## src/rtl/fifo_arb_pkg.sv

```systemverilog
// Shared defaults and sizing helpers for the FIFO write arbiter.
package fifo_arb_pkg;

    localparam int NUM_REQ_DEF = 4;
    localparam int DATA_W_DEF  = 8;
    localparam int DEPTH_DEF   = 8;

    // Width needed to count 0..depth inclusive.
    function automatic int occ_width(input int depth);
        return $clog2(depth + 1);
    endfunction

endpackage

```

## src/rtl/rr_pick.sv

```systemverilog
// Combinational round-robin picker: first set request at or above ptr, wrapping.
module rr_pick #(
    parameter int NUM_REQ = 4,
    parameter int PTR_W   = $clog2(NUM_REQ)
) (
    input  logic [NUM_REQ-1:0] req,
    input  logic [PTR_W-1:0]   ptr,
    output logic [NUM_REQ-1:0] grant,
    output logic               valid
);

    // Walk the requesters starting at ptr and keep only the first hit.
    always_comb begin : pick
        int idx;
        // NOTE: every output gets a default before any branch, so no latch is inferred.
        grant = '0;
        valid = 1'b0;
        idx   = 0;
        for (int k = 0; k < NUM_REQ; k++) begin
            idx = int'(ptr) + k;
            if (idx >= NUM_REQ) begin
                idx = idx - NUM_REQ;
            end
            if (!valid && req[idx]) begin
                grant[idx] = 1'b1;
                valid      = 1'b1;
            end
        end
    end

endmodule

```

## src/rtl/fifo_wr_arbiter.sv

```systemverilog
// Round-robin arbiter feeding one downstream FIFO write port. Tracks FIFO
// occupancy (committed plus in-flight writes) so it never overfills the FIFO.
module fifo_wr_arbiter
    import fifo_arb_pkg::*;
#(
    parameter int NUM_REQ = NUM_REQ_DEF,
    parameter int DATA_W  = DATA_W_DEF,
    parameter int DEPTH   = DEPTH_DEF
) (
    input  logic                          clk,
    input  logic                          rst,
    input  logic [NUM_REQ-1:0]            in_req,
    input  logic [NUM_REQ*DATA_W-1:0]     in_data,
    input  logic                          in_fifo_read_ctrl,
    input  logic                          in_fifo_is_empty,
    output logic [NUM_REQ-1:0]            out_grant,
    output logic                          out_fifo_write_ctrl,
    output logic [DATA_W-1:0]             out_fifo_write_data,
    output logic [occ_width(DEPTH)-1:0]   out_occupancy
);

    localparam int                OCC_W   = occ_width(DEPTH);
    localparam int                PTR_W   = $clog2(NUM_REQ);
    localparam logic [OCC_W-1:0]  DEPTH_C = OCC_W'(DEPTH);

    logic [PTR_W-1:0]   ptr;
    logic [PTR_W-1:0]   ptr_next;
    logic [NUM_REQ-1:0] pick_grant;
    logic               pick_valid;
    logic               read_counted;
    logic [OCC_W-1:0]   occ_after_read;
    logic [OCC_W-1:0]   occ_next;
    logic               win;
    logic [DATA_W-1:0]  win_data;

    rr_pick #(
        .NUM_REQ (NUM_REQ),
        .PTR_W   (PTR_W)
    ) u_rr_pick (
        .req   (in_req),
        .ptr   (ptr),
        .grant (pick_grant),
        .valid (pick_valid)
    );

    // Space check uses occupancy after this edge's read; then select winner data and next pointer.
    always_comb begin
        read_counted   = in_fifo_read_ctrl && !in_fifo_is_empty && (out_occupancy != '0);
        occ_after_read = out_occupancy - OCC_W'(read_counted);
        win            = pick_valid && (occ_after_read < DEPTH_C);
        occ_next       = occ_after_read + OCC_W'(win);
        win_data       = '0;
        ptr_next       = ptr;
        for (int i = 0; i < NUM_REQ; i++) begin
            if (pick_grant[i]) begin
                win_data = win_data | in_data[i*DATA_W +: DATA_W];
                if (win) begin
                    ptr_next = (i == NUM_REQ - 1) ? '0 : PTR_W'(i + 1);
                end
            end
        end
    end

    // Register the grant pulse, write strobe/data, occupancy and round-robin pointer.
    always_ff @(posedge clk or posedge rst) begin
        if (rst) begin
            out_grant           <= '0;
            out_fifo_write_ctrl <= 1'b0;
            out_fifo_write_data <= '0;
            out_occupancy       <= '0;
            ptr                 <= '0;
        end else begin
            // NOTE: non-blocking assignments keep every register sampling pre-edge values.
            out_grant           <= win ? pick_grant : '0;
            out_fifo_write_ctrl <= win;
            if (win) begin
                out_fifo_write_data <= win_data;
            end
            out_occupancy       <= occ_next;
            ptr                 <= ptr_next;
        end
    end

endmodule
```

## config.mk

```make
export PLATFORM = sky130hd
export DESIGN_NAME = fifo_wr_arbiter
export DESIGN_NICKNAME = d
export VERILOG_FILES = /design/src/rtl/fifo_arb_pkg.sv /design/src/rtl/rr_pick.sv /design/src/rtl/fifo_wr_arbiter.sv
export SDC_FILE = /design/constraint.sdc
export NUM_CORES = 1
export LEC_CHECK = 0
export CORE_MARGIN = 5
export CORE_UTILIZATION = 50
export CTS_BUF_LIST = sky130_fd_sc_hd__clkbuf_8
export DETAILED_ROUTE_END_ITERATION = 12
export PLACE_DENSITY = 0.88
export SYNTH_ARGS = -nofsm -noshare
export SYNTH_HDL_FRONTEND = slang
export SYNTH_SLANG_ARGS = --single-unit
```

## constraint.sdc

```tcl
create_clock -name clk -period 6.03 [get_ports clk]
set_clock_uncertainty 0.1 [all_clocks]
set_input_delay 1.206 -clock clk [delete_from_list [all_inputs] [get_ports clk]]
set_output_delay 1.206 -clock clk [all_outputs]
set_load 0.02 [all_outputs]
```

Word level (Yosys, flattened, before mapping)
Cells that the tools add are included.
{"block": "word_totals", "reg_bits": 19}
{"block": "classes", "addsub": 9, "order_cmp": 13, "n_mux": 45, "bitwise_logic": 6, "n_reduce_logical": 15}
{"cell": "greater-or-equal comparator 32 x 1 -> 1 bit (second input constant)", "count": 4}
{"cell": "less-than comparator 32 x 4 -> 1 bit (second input constant)", "count": 4}
{"cell": "two-way mux 32 bit", "count": 4}
{"cell": "greater-or-equal comparator 32 x 4 -> 1 bit (second input constant)", "count": 3}
{"cell": "subtractor 32 x 4 -> 32 bit (second input constant)", "count": 3}
{"cell": "two-way mux 8 bit", "count": 4}
{"cell": "OR 8 bit", "count": 3}
{"cell": "two-way mux 4 bit", "count": 5}
{"cell": "two-way mux 1 bit", "count": 16}
{"cell": "two-way mux 2 bit", "count": 8}
{"cell": "OR 4 bit", "count": 3}
{"cell": "logical AND 1 bit", "count": 10}
{"cell": "binary-select mux 1 bit (select 2 bit)", "count": 4}
{"cell": "demux 1 bit (select 2 bit)", "count": 4}
{"cell": "adder 2 x 2 -> 3 bit (second input constant)", "count": 2}
{"cell": "adder 4 x 1 -> 4 bit", "count": 1}
{"cell": "logical NOT 1 bit", "count": 4}
{"cell": "less-than comparator 4 bit (second input constant)", "count": 1}
{"cell": "nonzero test 4 bit", "count": 1}
{"cell": "subtractor 2 x 3 -> 4 bit (second input constant)", "count": 1}
{"cell": "subtractor 4 x 1 -> 4 bit", "count": 1}
{"cell": "adder 2 x 1 -> 3 bit (second input constant)", "count": 1}
{"cell": "greater-or-equal comparator 2 x 3 -> 1 bit (second input constant)", "count": 1}

Longest topological paths before layout
{"block": "depth", "depth_word": 24, "mapped_depth": 11}

Cells and area by module
Synthesis repeated with hierarchy kept, for this count alone.
{"block": "unflattened", "cells_unflattened": 154, "hier_area_um2": 1466.4}
{"module": "fifo_wr_arbiter", "n_inst": 1, "cells_each": 95, "area_each_um2": 1008.5, "seq_area_each_um2": 475.5}
{"module": "rr_pick", "n_inst": 1, "cells_each": 59, "area_each_um2": 457.9, "seq_area_each_um2": 0.0}

Worst setup path after synthesis
OpenSTA, ideal clock, no wires.
{"block": "synth_timing", "path_kind": "input to register", "start": "input in_fifo_is_empty", "end": "register out_occupancy[2]", "setup_ns": 0.125, "t_arrival_ns": 2.816, "required_time_ns": 5.805, "slack_ns": 2.989, "path_stages": 10, "path_cell_list": "nor3b_1 -> ha_1 -> nand2_1 -> xor2_1 -> o41ai_1 -> clkbuf_1 -> inv_1 -> ha_1 -> ha_1 -> xnor2_1"}
{"block": "synth_via", "elab_chain_cells": 7}
{"element": "from (decl)", "line": "fifo_wr_arbiter.sv:15", "rtl": "input logic in_fifo_is_empty,"}
{"element": "logical NOT 1 bit *", "line": "fifo_wr_arbiter.sv:48", "rtl": "read_counted = in_fifo_read_ctrl && !in_fifo_is_empty && (out_occupancy != '0);"}
{"element": "logical AND 1 bit * (2 in series)", "line": "fifo_wr_arbiter.sv:48"}
{"element": "subtractor 4 x 1 -> 4 bit *", "line": "fifo_wr_arbiter.sv:49", "rtl": "occ_after_read = out_occupancy - OCC_W'(read_counted);"}
{"element": "less-than comparator 4 bit", "line": "fifo_wr_arbiter.sv:50", "rtl": "win = pick_valid && (occ_after_read < DEPTH_C);"}
{"element": "logical AND 1 bit", "line": "fifo_wr_arbiter.sv:50"}
{"element": "adder 4 x 1 -> 4 bit *", "line": "fifo_wr_arbiter.sv:51", "rtl": "occ_next = occ_after_read + OCC_W'(win);"}
{"element": "via occ_next[2]", "line": "fifo_wr_arbiter.sv:32", "rtl": "logic [OCC_W-1:0] occ_next;"}
{"element": "to (signal assigned)", "line": "fifo_wr_arbiter.sv:79", "rtl": "out_occupancy <= occ_next;"}
{"element": "to (decl)", "line": "fifo_wr_arbiter.sv:19", "rtl": "output logic [occ_width(DEPTH)-1:0] out_occupancy"}
The timed path passes the listed nets; every way through them passes the cells marked *.
A chain may end at the register's enable or synchronous reset.

Worst setup path after layout
{"block": "layout_timing", "start": "input in_req[0]", "end": "register out_fifo_write_data[4]"}
{"block": "layout_via", "elab_chain_cells": 20, "elab_cells_between_ends": 37, "classes_between": "mux: 24; bitwise: 6; reduce/logical: 7"}
{"element": "from (decl)", "line": "fifo_wr_arbiter.sv:12", "rtl": "input logic [NUM_REQ-1:0] in_req,"}
{"element": "binary-select mux 1 bit (select 2 bit)", "line": "rr_pick.sv:24", "rtl": "if (!valid && req[idx]) begin"}
{"element": "two-way mux 1 bit (implied by the code) (2 in series)", "line": "rr_pick.sv:24"}
{"element": "two-way mux 1 bit", "line": "rr_pick.sv:24"}
{"element": "logical NOT 1 bit", "line": "rr_pick.sv:24"}
{"element": "logical AND 1 bit", "line": "rr_pick.sv:24"}
{"element": "two-way mux 1 bit", "line": "rr_pick.sv:24"}
{"element": "logical NOT 1 bit", "line": "rr_pick.sv:24"}
{"element": "logical AND 1 bit", "line": "rr_pick.sv:24"}
{"element": "[... 3 more ...]"}
{"element": "two-way mux 4 bit", "line": "rr_pick.sv:24"}
{"element": "two-way mux 8 bit", "line": "fifo_wr_arbiter.sv:55", "rtl": "if (pick_grant[i]) begin"}
{"element": "OR 8 bit", "line": "fifo_wr_arbiter.sv:56", "rtl": "win_data = win_data | in_data[i*DATA_W +: DATA_W];"}
{"element": "two-way mux 8 bit", "line": "fifo_wr_arbiter.sv:55"}
{"element": "OR 8 bit", "line": "fifo_wr_arbiter.sv:56"}
{"element": "two-way mux 8 bit", "line": "fifo_wr_arbiter.sv:55"}
{"element": "OR 8 bit", "line": "fifo_wr_arbiter.sv:56"}
{"element": "two-way mux 8 bit", "line": "fifo_wr_arbiter.sv:55"}
{"element": "to (signal assigned)", "line": "fifo_wr_arbiter.sv:77", "rtl": "out_fifo_write_data <= win_data;"}
{"element": "to (decl)", "line": "fifo_wr_arbiter.sv:18", "rtl": "output logic [DATA_W-1:0] out_fifo_write_data,"}
Several ways; a longest one is shown, not always the timed one. The select of a mux whose other input is x is not followed.

==> results.py <==
metrics = {
    "setup_path": {
        "r2r_slack_ns": 2.43,
        "endpoint": "out_fifo_write_data[4]",
        "worstPathArrival_ns": 3.79,
        "crit_start": "in_req[0]",
        "worstSetupPathType": "input pin to register",
        "startpoint_type": "input pin",
        "worstRegToRegCells": 8,
        "worstReg2RegStart": "ptr[0]",
        "worst_r2r_endpoint": "out_fifo_write_data[4]",
        "crit_fanout": 11,
        "required_ns": 6.10,
        "cp-end-kind": "register",
    },
    "sta": {
        "hold_viol_final": 0,
        "slew-limit-headroom": 0.321,
        "max_freq_ghz": 0.269,
        "period_share": 0.616,
        "period_minus_slack_ns": 3.72,
        "fin_tns_setup_ns": 0,
        "slew_violations": 0,
        "grt_setup_unrepaired": "false",
        "finalSetupViolCount": 0,
        "tightest_slew_ns": 1.01,
    },
    "global_routing": {
        "grt_overflow": 0,
        "grt_max_degree": 20,
        "grt_pass1_vias": 1581,
        "grt_usage": 0.210,
        "grt_pass1_wl_um": 7290,
        "antenna_found_initial": 0,
    },
    "hold_path": {
        "hold_path_class": "register to register",
    },
    "clock_tree": {
        "clk_path_buf_depth": 2,
        "clock_latency_ns": 0.25,
        "h-tree-depth": 1,
        "cts_hold_buf": 0,
        "cts.repair.resized": 0,
        "cts-root-buf": "clkbuf_8",
        "clk_pin_slew_worst_paths_ns": 0.07,
        "clkSinkCount": 19,
        "cts_buffers": 3,
        "cts_tree": "done",
        "post_cts_buffers": 0,
    },
    "yosys": {
        "synth.largest_area_cell": "dfrtp_1",
        "avgSynthCellArea_um2": 9.22,
        "synth_cells": 172,
        "synthTopCellsByCount": "21 x nor2_1, 19 x dfrtp_1, 13 x nand2_1",
        "synth_seq_area_share": 0.300,
        "ys_ff_latch": 19,
        "synth_area_leaders": "dfrtp_1 30%, ha_1 6.3%, a222oi_1 5.1%, nor2_1 5.0%, a31oi_1 3.9%",
        "ys.flop_type": "dfrtp_1",
        "synth_fp_nets": 220,
        "synthArstFlopShare": 1.00,
        "yosysMostFrequentCell": "nor2_1",
        "netlist_area_um2": 1590,
        "yosysTopAreaCellShare": 0.300,
        "synth_edf_count": 0,
        "ys_warn_count": 0,
        "ys_types": 41,
    },
    "die": {
        "die_area_um2": 4400,
        "fp-row-count": 20,
        "ios": 57,
        "die_w_um": 66.3,
        "core_area_um2": 3050,
        "start_util": 0.519,
        "fp.dieH_um": 66.3,
    },
    "routing": {
        "drtPass1Iterations": 4,
        "drc": 0,
        "vias_per_cell": 6.11,
        "drt-total-wl_um": 4550,
        "drtIter0Drc": 192,
        "ant_nets": 0,
        "wl_per_cell_um": 16.9,
        "via_count": 1651,
    },
    "status": {
        "outcome": "complete, no violations",
    },
    "pwr": {
        "vdd.ir_drop.worst_uv": 303,
        "p_total_mw": 1.24,
        "p_per_area_nw_per_um2": 559,
        "p_leak_nw": 0.884,
    },
    "placement": {
        "dp_cells": 266,
        "place_area_um2": 2180,
        "dp_hpwl_um": 3490,
        "portBuffers": 56,
        "gp_congestion": 0.910,
    },
    "cells_and_area": {
        "stdcell_count": 270,
        "fill_cells": 249,
        "antenna_cells": 0,
        "final_nets": 275,
        "final_area_um2": 2220,
        "final_layout_size_suffix_gt1_frac": 0.0973,
        "syn2layout_area_growth_pct": 40.3,
    },
    "run": {
        "max_cap_violations": 0,
    },
}
-- flip-flops by register name, indices dropped and copies added (netlist names) --
name                 flops
out_grant                4
ptr                      2
out_fifo_write_data      8
out_occupancy            4
out_fifo_write_ctrl      1
-- layer usage --
metal  track usage  wire length (µm)  vias up
met1         0.275              1880      790
met5             0                 0        -
li1              -                 -      778
met3        0.0170               334        4
met2         0.353              2290       79
met4        0.0838                47        0
-- kinds of logic after synthesis --
group / Yosys count / synth area share
buffers and inverters: 16 / 0.0450
XOR/XNOR: 4 / 0.0221
multiplexers: 7 / 0.0647
AO/OA/AOI/OAI: 60 / 0.325
adder cells (fa/ha/maj): 8 / 0.0631
flip-flops: 19 / 0.300
AND/OR/NAND/NOR: 58 / 0.180
-- power breakdown --
group | total (mW) | switching [mW] | internal, mW | leakage (nW)
Clock | 0.0875 | 0.0417 | 0.0459 | 0.0255
Sequential | 0.245 | 0.0514 | 0.193 | 0.223
Combinational | 0.911 | 0.515 | 0.396 | 0.636
-- worst min-delay path by stage --
| stage | to | depth (start not counted) | from |
|---|---|---|---|
| 5_1_grt | out_fifo_write_data[2] | 2 | out_fifo_write_data[2] |
| 4_1_cts | out_fifo_write_data[0] | 2 | out_fifo_write_data[0] |
| 6_report | out_fifo_write_data[0] | 2 | out_fifo_write_data[0] |
| 3_3_place_gp | out_fifo_write_data[2] | 2 | out_fifo_write_data[2] |
| 3_5_place_dp | out_fifo_write_data[2] | 2 | out_fifo_write_data[2] |
| 2_1_floorplan | out_fifo_write_data[6] | 2 | out_fifo_write_data[6] |
-- critical path: stages --
cell and delay, ns:
clkdlybuf4s50_1 0.58, mux2i_1 0.21, mux2i_2 0.44, a31oi_1 0.07, a31oi_1 0.84, a22oi_1 0.20, a31oi_1 0.22
-- cells in the final DEF (no fill, tap or decap), types with 2 or more instances in the layout --
| master | Yosys | layout |
|---|---|---|
| and3_1 | 6 | 6 |
| o41ai_2 | 1 | 2 |
| mux2i_4 | 2 | 2 |
| clkbuf_8 | 0 | 3 |
| and2_1 | 3 | 3 |
| a2bb2oi_1 | 2 | 2 |
| a21oi_1 | 9 | 9 |
| a211oi_1 | 8 | 8 |
| o22ai_1 | 3 | 3 |
| a222oi_1 | 8 | 8 |
| xnor2_1 | 3 | 3 |
| nor3_1 | 2 | 2 |
| mux2_2 | 3 | 3 |
| nor3b_1 | 4 | 4 |
| and3b_1 | 2 | 2 |
| a31oi_1 | 10 | 10 |
| a2111oi_4 | 2 | 2 |
| inv_1 | 9 | 9 |
| o2bb2ai_2 | 2 | 2 |
| nor2_1 | 21 | 21 |
| ha_1 | 8 | 8 |
| clkdlybuf4s50_1 | 0 | 56 |
| dfrtp_1 | 19 | 19 |
| nand2_1 | 13 | 13 |
| a22oi_1 | 8 | 8 |
| nand2b_1 | 3 | 3 |
-- through the flow --
stage / utilization / setup slack (ns) / hold slack (ns)
CTS: 0.729 / 2.36 / 0.454
floorplan: - / 2.99 / 0.536
finish: 0.729 / 2.31 / 0.450
global placement: 0.714 / 2.16 / 0.430
detailed placement: 0.714 / 2.11 / 0.440
global route: 0.729 / 2.07 / 0.498
-- layout make-up --
class | count | area, µm² | area share
Multi-Input combinational cell | 137 | 1050 | 0.470
Clock inverter | 1 | 5.00 | 0.00225
Clock buffer | 3 | 41.3 | 0.0186
Sequential cell | 19 | 475 | 0.214
Inverter | 9 | 33.8 | 0.0152
Tap cell | 44 | 55.1 | 0.0247
Timing Repair Buffer | 57 | 568 | 0.255
No activity file was read; power rests on OpenSTA's default activity.
